### src/rtl/mem_port_arbiter.sv
// Shares one single-port SRAM between instruction fetch (IF) and load/store (LS), one transaction in flight.
// Define ARB_RR_EN for round-robin tie-breaking; by default LS has fixed priority.
module mem_port_arbiter #(
    parameter int DATA_W      = 32,
    parameter int MEM_DEPTH   = 2048,
    parameter int MEM_AW      = 11,
    parameter int MEM_LATENCY = 1
) (
    input  logic              clk,
    input  logic              reset,

    input  logic              if_req_valid,
    output logic              if_req_ready,
    input  logic [31:0]       if_req_addr,
    output logic              if_rsp_valid,
    output logic [DATA_W-1:0] if_rsp_data,
    output logic              if_rsp_err,

    input  logic              ls_req_valid,
    output logic              ls_req_ready,
    input  logic [31:0]       ls_req_addr,
    input  logic              ls_req_we,
    input  logic [3:0]        ls_req_be,
    input  logic [DATA_W-1:0] ls_req_wdata,
    output logic              ls_rsp_valid,
    output logic [DATA_W-1:0] ls_rsp_data,
    output logic              ls_rsp_err,

    output logic              mem_en,
    output logic              mem_we,
    output logic [3:0]        mem_be,
    output logic [MEM_AW-1:0] mem_addr,
    output logic [DATA_W-1:0] mem_wdata,
    input  logic [DATA_W-1:0] mem_rdata
);

    generate
        if (MEM_AW != $clog2(MEM_DEPTH)) begin : g_bad_aw
            $error("MEM_AW must equal clog2(MEM_DEPTH)");
        end
        if (MEM_LATENCY < 1 || MEM_LATENCY > 4) begin : g_bad_lat
            $error("MEM_LATENCY must be in 1..4");
        end
    endgenerate

    typedef enum logic [1:0] {
        ST_IDLE   = 2'd0,
        ST_ACCESS = 2'd1,
        ST_WAIT   = 2'd2,
        ST_RESP   = 2'd3
    } state_t;

    state_t      r_state;
    logic [1:0]  r_cnt;
    logic        r_port_ls;
    logic        r_we;
    logic        r_err;

    logic        w_idle;
    logic        w_ls_wins_tie;
    logic        w_grant_ls;
    logic        w_grant_if;
    logic        w_if_err;
    logic        w_ls_err;
    logic        w_acc_err;
    logic [DATA_W-1:0] w_rsp_data;

`ifdef ARB_RR_EN
    logic        r_last_ls;
    assign w_ls_wins_tie = !r_last_ls;
`else
    assign w_ls_wins_tie = 1'b1;
`endif

    // Readies are forced low while reset is held so nothing can handshake.
    assign w_idle       = reset && (r_state == ST_IDLE);
    assign w_grant_ls   = w_idle && ls_req_valid && (!if_req_valid || w_ls_wins_tie);
    assign w_grant_if   = w_idle && if_req_valid && !w_grant_ls;
    assign if_req_ready = w_grant_if;
    assign ls_req_ready = w_grant_ls;

    // Stores may be misaligned (byte enables pick the lanes); fetches and loads may not.
    assign w_if_err  = (if_req_addr[1:0] != 2'b00) || (if_req_addr[31:MEM_AW+2] != '0);
    assign w_ls_err  = (!ls_req_we && (ls_req_addr[1:0] != 2'b00)) ||
                       (ls_req_addr[31:MEM_AW+2] != '0);
    assign w_acc_err = w_grant_ls ? w_ls_err : w_if_err;

    assign w_rsp_data = (r_err || r_we) ? '0 : mem_rdata;

    always_ff @(posedge clk or negedge reset) begin
        if (!reset) begin
            r_state      <= ST_IDLE;
            r_cnt        <= '0;
            r_port_ls    <= 1'b0;
            r_we         <= 1'b0;
            r_err        <= 1'b0;
            if_rsp_valid <= 1'b0;
            if_rsp_data  <= '0;
            if_rsp_err   <= 1'b0;
            ls_rsp_valid <= 1'b0;
            ls_rsp_data  <= '0;
            ls_rsp_err   <= 1'b0;
            mem_en       <= 1'b0;
            mem_we       <= 1'b0;
            mem_be       <= '0;
            mem_addr     <= '0;
            mem_wdata    <= '0;
`ifdef ARB_RR_EN
            r_last_ls    <= 1'b0;
`endif
        end else begin
            case (r_state)
                ST_IDLE: begin
                    if (w_grant_ls || w_grant_if) begin
                        r_state   <= ST_ACCESS;
                        r_port_ls <= w_grant_ls;
                        r_we      <= w_grant_ls && ls_req_we;
                        r_err     <= w_acc_err;
                        mem_en    <= !w_acc_err;
                        mem_we    <= w_grant_ls && ls_req_we && !w_acc_err;
                        mem_be    <= w_grant_ls ? ls_req_be : 4'b0000;
                        mem_addr  <= w_grant_ls ? ls_req_addr[MEM_AW+1:2]
                                                : if_req_addr[MEM_AW+1:2];
                        mem_wdata <= w_grant_ls ? ls_req_wdata : '0;
`ifdef ARB_RR_EN
                        r_last_ls <= w_grant_ls;
`endif
                    end
                end
                ST_ACCESS: begin
                    mem_en  <= 1'b0;
                    mem_we  <= 1'b0;
                    r_cnt   <= 2'(MEM_LATENCY - 1);
                    r_state <= ST_WAIT;
                end
                ST_WAIT: begin
                    if (r_cnt == 2'd0) begin
                        r_state <= ST_RESP;
                        if (r_port_ls) begin
                            ls_rsp_valid <= 1'b1;
                            ls_rsp_data  <= w_rsp_data;
                            ls_rsp_err   <= r_err;
                        end else begin
                            if_rsp_valid <= 1'b1;
                            if_rsp_data  <= w_rsp_data;
                            if_rsp_err   <= r_err;
                        end
                    end else begin
                        r_cnt <= r_cnt - 2'd1;
                    end
                end
                ST_RESP: begin
                    if_rsp_valid <= 1'b0;
                    ls_rsp_valid <= 1'b0;
                    r_state      <= ST_IDLE;
                end
                default: r_state <= ST_IDLE;
            endcase
        end
    end

endmodule

### config.mk
export PLATFORM = sky130hd
export DESIGN_NAME = mem_port_arbiter
export DESIGN_NICKNAME = d
export VERILOG_FILES = /design/src/rtl/mem_port_arbiter.sv
export SDC_FILE = /design/constraint.sdc
export NUM_CORES = 1
export LEC_CHECK = 0
export CAP_MARGIN = 15
export CORE_AREA = 2 2 100 102
export DETAILED_ROUTE_END_ITERATION = 7
export DIE_AREA = 0 0 102 104
export DONT_BUFFER_PORTS = 1
export MAX_ROUTING_LAYER = met4
export PLACE_DENSITY_LB_ADDON = 0.1
export SKIP_LAST_GASP = 1
export SLEW_MARGIN = 15
export SYNTH_ARGS = -nofsm -noshare
export SYNTH_HDL_FRONTEND = slang
export SYNTH_SLANG_ARGS = --single-unit
### constraint.sdc
create_clock -name clk -period 1.7 [get_ports clk]
set_input_delay 0.085 -clock clk [delete_from_list [all_inputs] [get_ports clk]]
set_output_delay 0.085 -clock clk [all_outputs]
set_load 0.005 [all_outputs]
==> run metrics <==
top cell type's share of synthesized area 63.5%; Final ANT Viol Nets 0; I/O Buffers 0; Clock Pin Slew Worst Setup and Hold Paths 0.06 ns; internal power 7.53 mW; Slew HR 79.7%; initial core utilization 51.1%; Worst VDD drop 0.000998 V; reg-to-reg startpoint r_state[1]$_DFFE_PN0P_; clk_lat worst skew 0.50 ns; Slew Limit Fails 0; net switching power 3.38 mW; reg-to-reg setup timing slack 0.05 ns; register area share after synthesis 63.5%; first-pass iteration count of the detailed router 4; vias in the first global route 4,168; Placement Setup Slack 0.000780 ns; Leakage 3.17 nW; Core ar. 9550 µm²; min setup slack post-route 0.0513 ns; CTS tree done; Comb power frac 21.5%; TritonCTS Buffers 17; Sw Ratio 31.0%; Vias/cell 5.48; routed wire length 13,500 µm; reg2reg path depth 5; largest net degree at the start of global routing 127; first-pass GRT wire length 21,200 µm; CP Launch Point r_state[1]$_DFFE_PN0P_; kind of critical path reg -> reg; GRT Overall Usage 26.6%; Ant. Diodes 0; Max Clock Skew 0.00674 ns; total clock sinks 124; leading area contributor after synthesis dfrtp_1; Chip Height 104 µm; clk root buf clkbuf_8; Top Ports 256; worst path required time 2.09 ns; Pwr Density 1560 nW/µm²; die width 102 µm; Synth area leaders dfrtp_1, nand2_1, o21ai_0; hold_ws -0.721 ns; share of layout cells above drive strength 1 12.3%; gr ovfl total 0; synthesis-to-layout area growth 43.2%; DRT iter0 DRCs 137; Setup Viol. Count Final 0; Slew @ Worst Pin 0.302 ns; Design Power 10.9 mW; site row count 36; status complete, but fails checks; fmax 607 MHz; Max clock buf depth 2; hold_buf cts 113; Post-Syn Area 4880 µm²; Worst Path Max Fanout 4; syn avg cell area 10.9 µm²; H-tree depth 4; Synth Instances 449; reg-to-reg endpoint r_err$_DFFE_PN0P_; setup TNS 0 ns; failing checks negative hold slack; HPWL Detailed 8070 µm; initial antenna violation count 0; Vias 3,944; CP startpoint kind flop; Die ar. 10,600 µm²; register share of total power 44.5%; Syn Nets 592; clock power share 34.0%; Hold Crit Class in -> async; maxcap violations 0; gpl congestion 0.786; Final period util 97.0%; final net count 717; WP data arrival 2.04 ns; Wirelength per Cell 18.8 µm; Synth Register Bits 124; count of final hold-check violations 124; CP Capture Type flop; min Tclk post-route 1.65 ns; Synth Warn # 0; Yosys cell types 29; drt drc 0
[worst max-delay path by stage]
stage	end	depth (start not counted)
2_1_floorplan	if_rsp_data[30]$_DFFE_PN0P_	8
3_3_place_gp	r_err$_DFFE_PN0P_	5
3_5_place_dp	r_state[1]$_DFFE_PN0P_	6
4_1_cts	ls_req_ready	4
5_1_grt	r_err$_DFFE_PN0P_	5
6_report	r_err$_DFFE_PN0P_	5
[power groups by stage]
| stage | logic [mW] | registers (mW) | clock network, mW |
|---|---|---|---|
| 6_report | 2.35 | 4.85 | 3.71 |
| 5_1_grt | 2.62 | 4.97 | 3.93 |
| 3_5_place_dp | 1.95 | 4.90 | 0 |
| 4_1_cts | 2.23 | 4.87 | 3.76 |
| 2_1_floorplan | 1.52 | 4.57 | 0 |
| 3_3_place_gp | 1.87 | 4.90 | 0 |
[layer usage]
metal,GRT usage (%),vias to the layer above,wire [µm]
met2,43.9,191,7050
met3,6.65,27,1010
met5,-,-,0
li1,-,1809,-
met1,30.0,1917,5080
met4,12.5,0,411
[sequential cells by signal, indices dropped and copies added (netlist names)]
register / count
if_rsp_data: 32
if_rsp_err: 1
r_state: 2
r_err: 1
ls_rsp_err: 1
ls_rsp_data: 32
mem_wdata: 32
r_port_ls: 1
mem_be: 4
r_we: 1
mem_en: 1
mem_addr: 11
mem_we: 1
if_rsp_valid: 1
r_cnt: 2
ls_rsp_valid: 1
[cell usage in the layout (no fill, tap or decap), drive strengths merged, types with 4 or more instances in the layout]
master / netlist / final
ha: 6 / 6
dlygate4sd3: 0 / 113
nor2: 5 / 5
clkbuf: 17 / 20
buf: 15 / 21
dfrtp: 124 / 124
mux2: 4 / 4
a22o: 37 / 37
nor4: 8 / 8
o21ai: 76 / 76
clkinv: 0 / 4
nand2: 113 / 113
mux2i: 13 / 13
inv: 6 / 9
bufinv: 0 / 4
[timing repair]
action                                  CTS  global route
pin swaps                                 1             0
setup buffers                             2             3
gates resized for setup                   7             4
endpoints found under the setup margin    4            20
hold endpoints to repair                240           124
gates cloned                              1             3
[per-stage QoR]
stage	utilization (%)	cell area (µm²)	std cells
after floorplan	-	4900	449
after global placement	53.3	5090	566
after detailed placement	53.3	5090	566
after CTS	72.3	6900	714
after global routing	73.2	6990	720
final	73.2	6990	720
[critical path, stage by stage (launching register included)]
cell	delay (ns)
dfrtp_1	0.39
inv_2	0.08
ha_4	0.17
and3_2	0.23
o32a_1	0.39
mux2_2	0.27
[kinds of logic (layout without fill, tap and decap cells)]
| family | count (synthesis) | after routing | synth area share (%) |
|---|---|---|---|
| flip-flops | 124 | 124 | 63.5 |
| multiplexers | 17 | 17 | 3.59 |
| adder cells (fa/ha/maj) | 6 | 6 | 1.54 |
| AND/OR/NAND/NOR | 138 | 139 | 11.6 |
| buffers and inverters | 38 | 175 | 3.25 |
| AO/OA/AOI/OAI | 125 | 125 | 16.3 |
| XOR/XNOR | 1 | 1 | 0.179 |
[cell usage after synthesis]
cell type / number
dfrtp_1: 124
nand2_1: 113
o21ai_0: 76
a22o_1: 37
clkbuf_1: 17
buf_2: 13
mux2i_1: 13
nor4_1: 8
ha_1: 6
inv_1: 6
nor2_1: 5
mux2_2: 3
nor2b_1: 3
o211ai_1: 3
o31ai_1: 3
a21oi_1: 2
buf_1: 2
nand3_1: 2
nand4_1: 2
nor3_1: 2
a21o_1: 1
a2bb2oi_1: 1
and3_1: 1
mux2_1: 1
nand3_2: 1
nand3b_1: 1
o2bb2ai_1: 1
o32a_1: 1
xnor2_1: 1
[layout make-up]
type                    instances  area [µm²]
inverters                       6        22.5
flip-flops and latches        124        3100
multi-input cells             288        1680
clock inverters                14         193
clock buffers                  18         418
repair buffers                137        1410
well taps                     133         166
fillers                       652        2550
(Power assumes the default switching activity.)
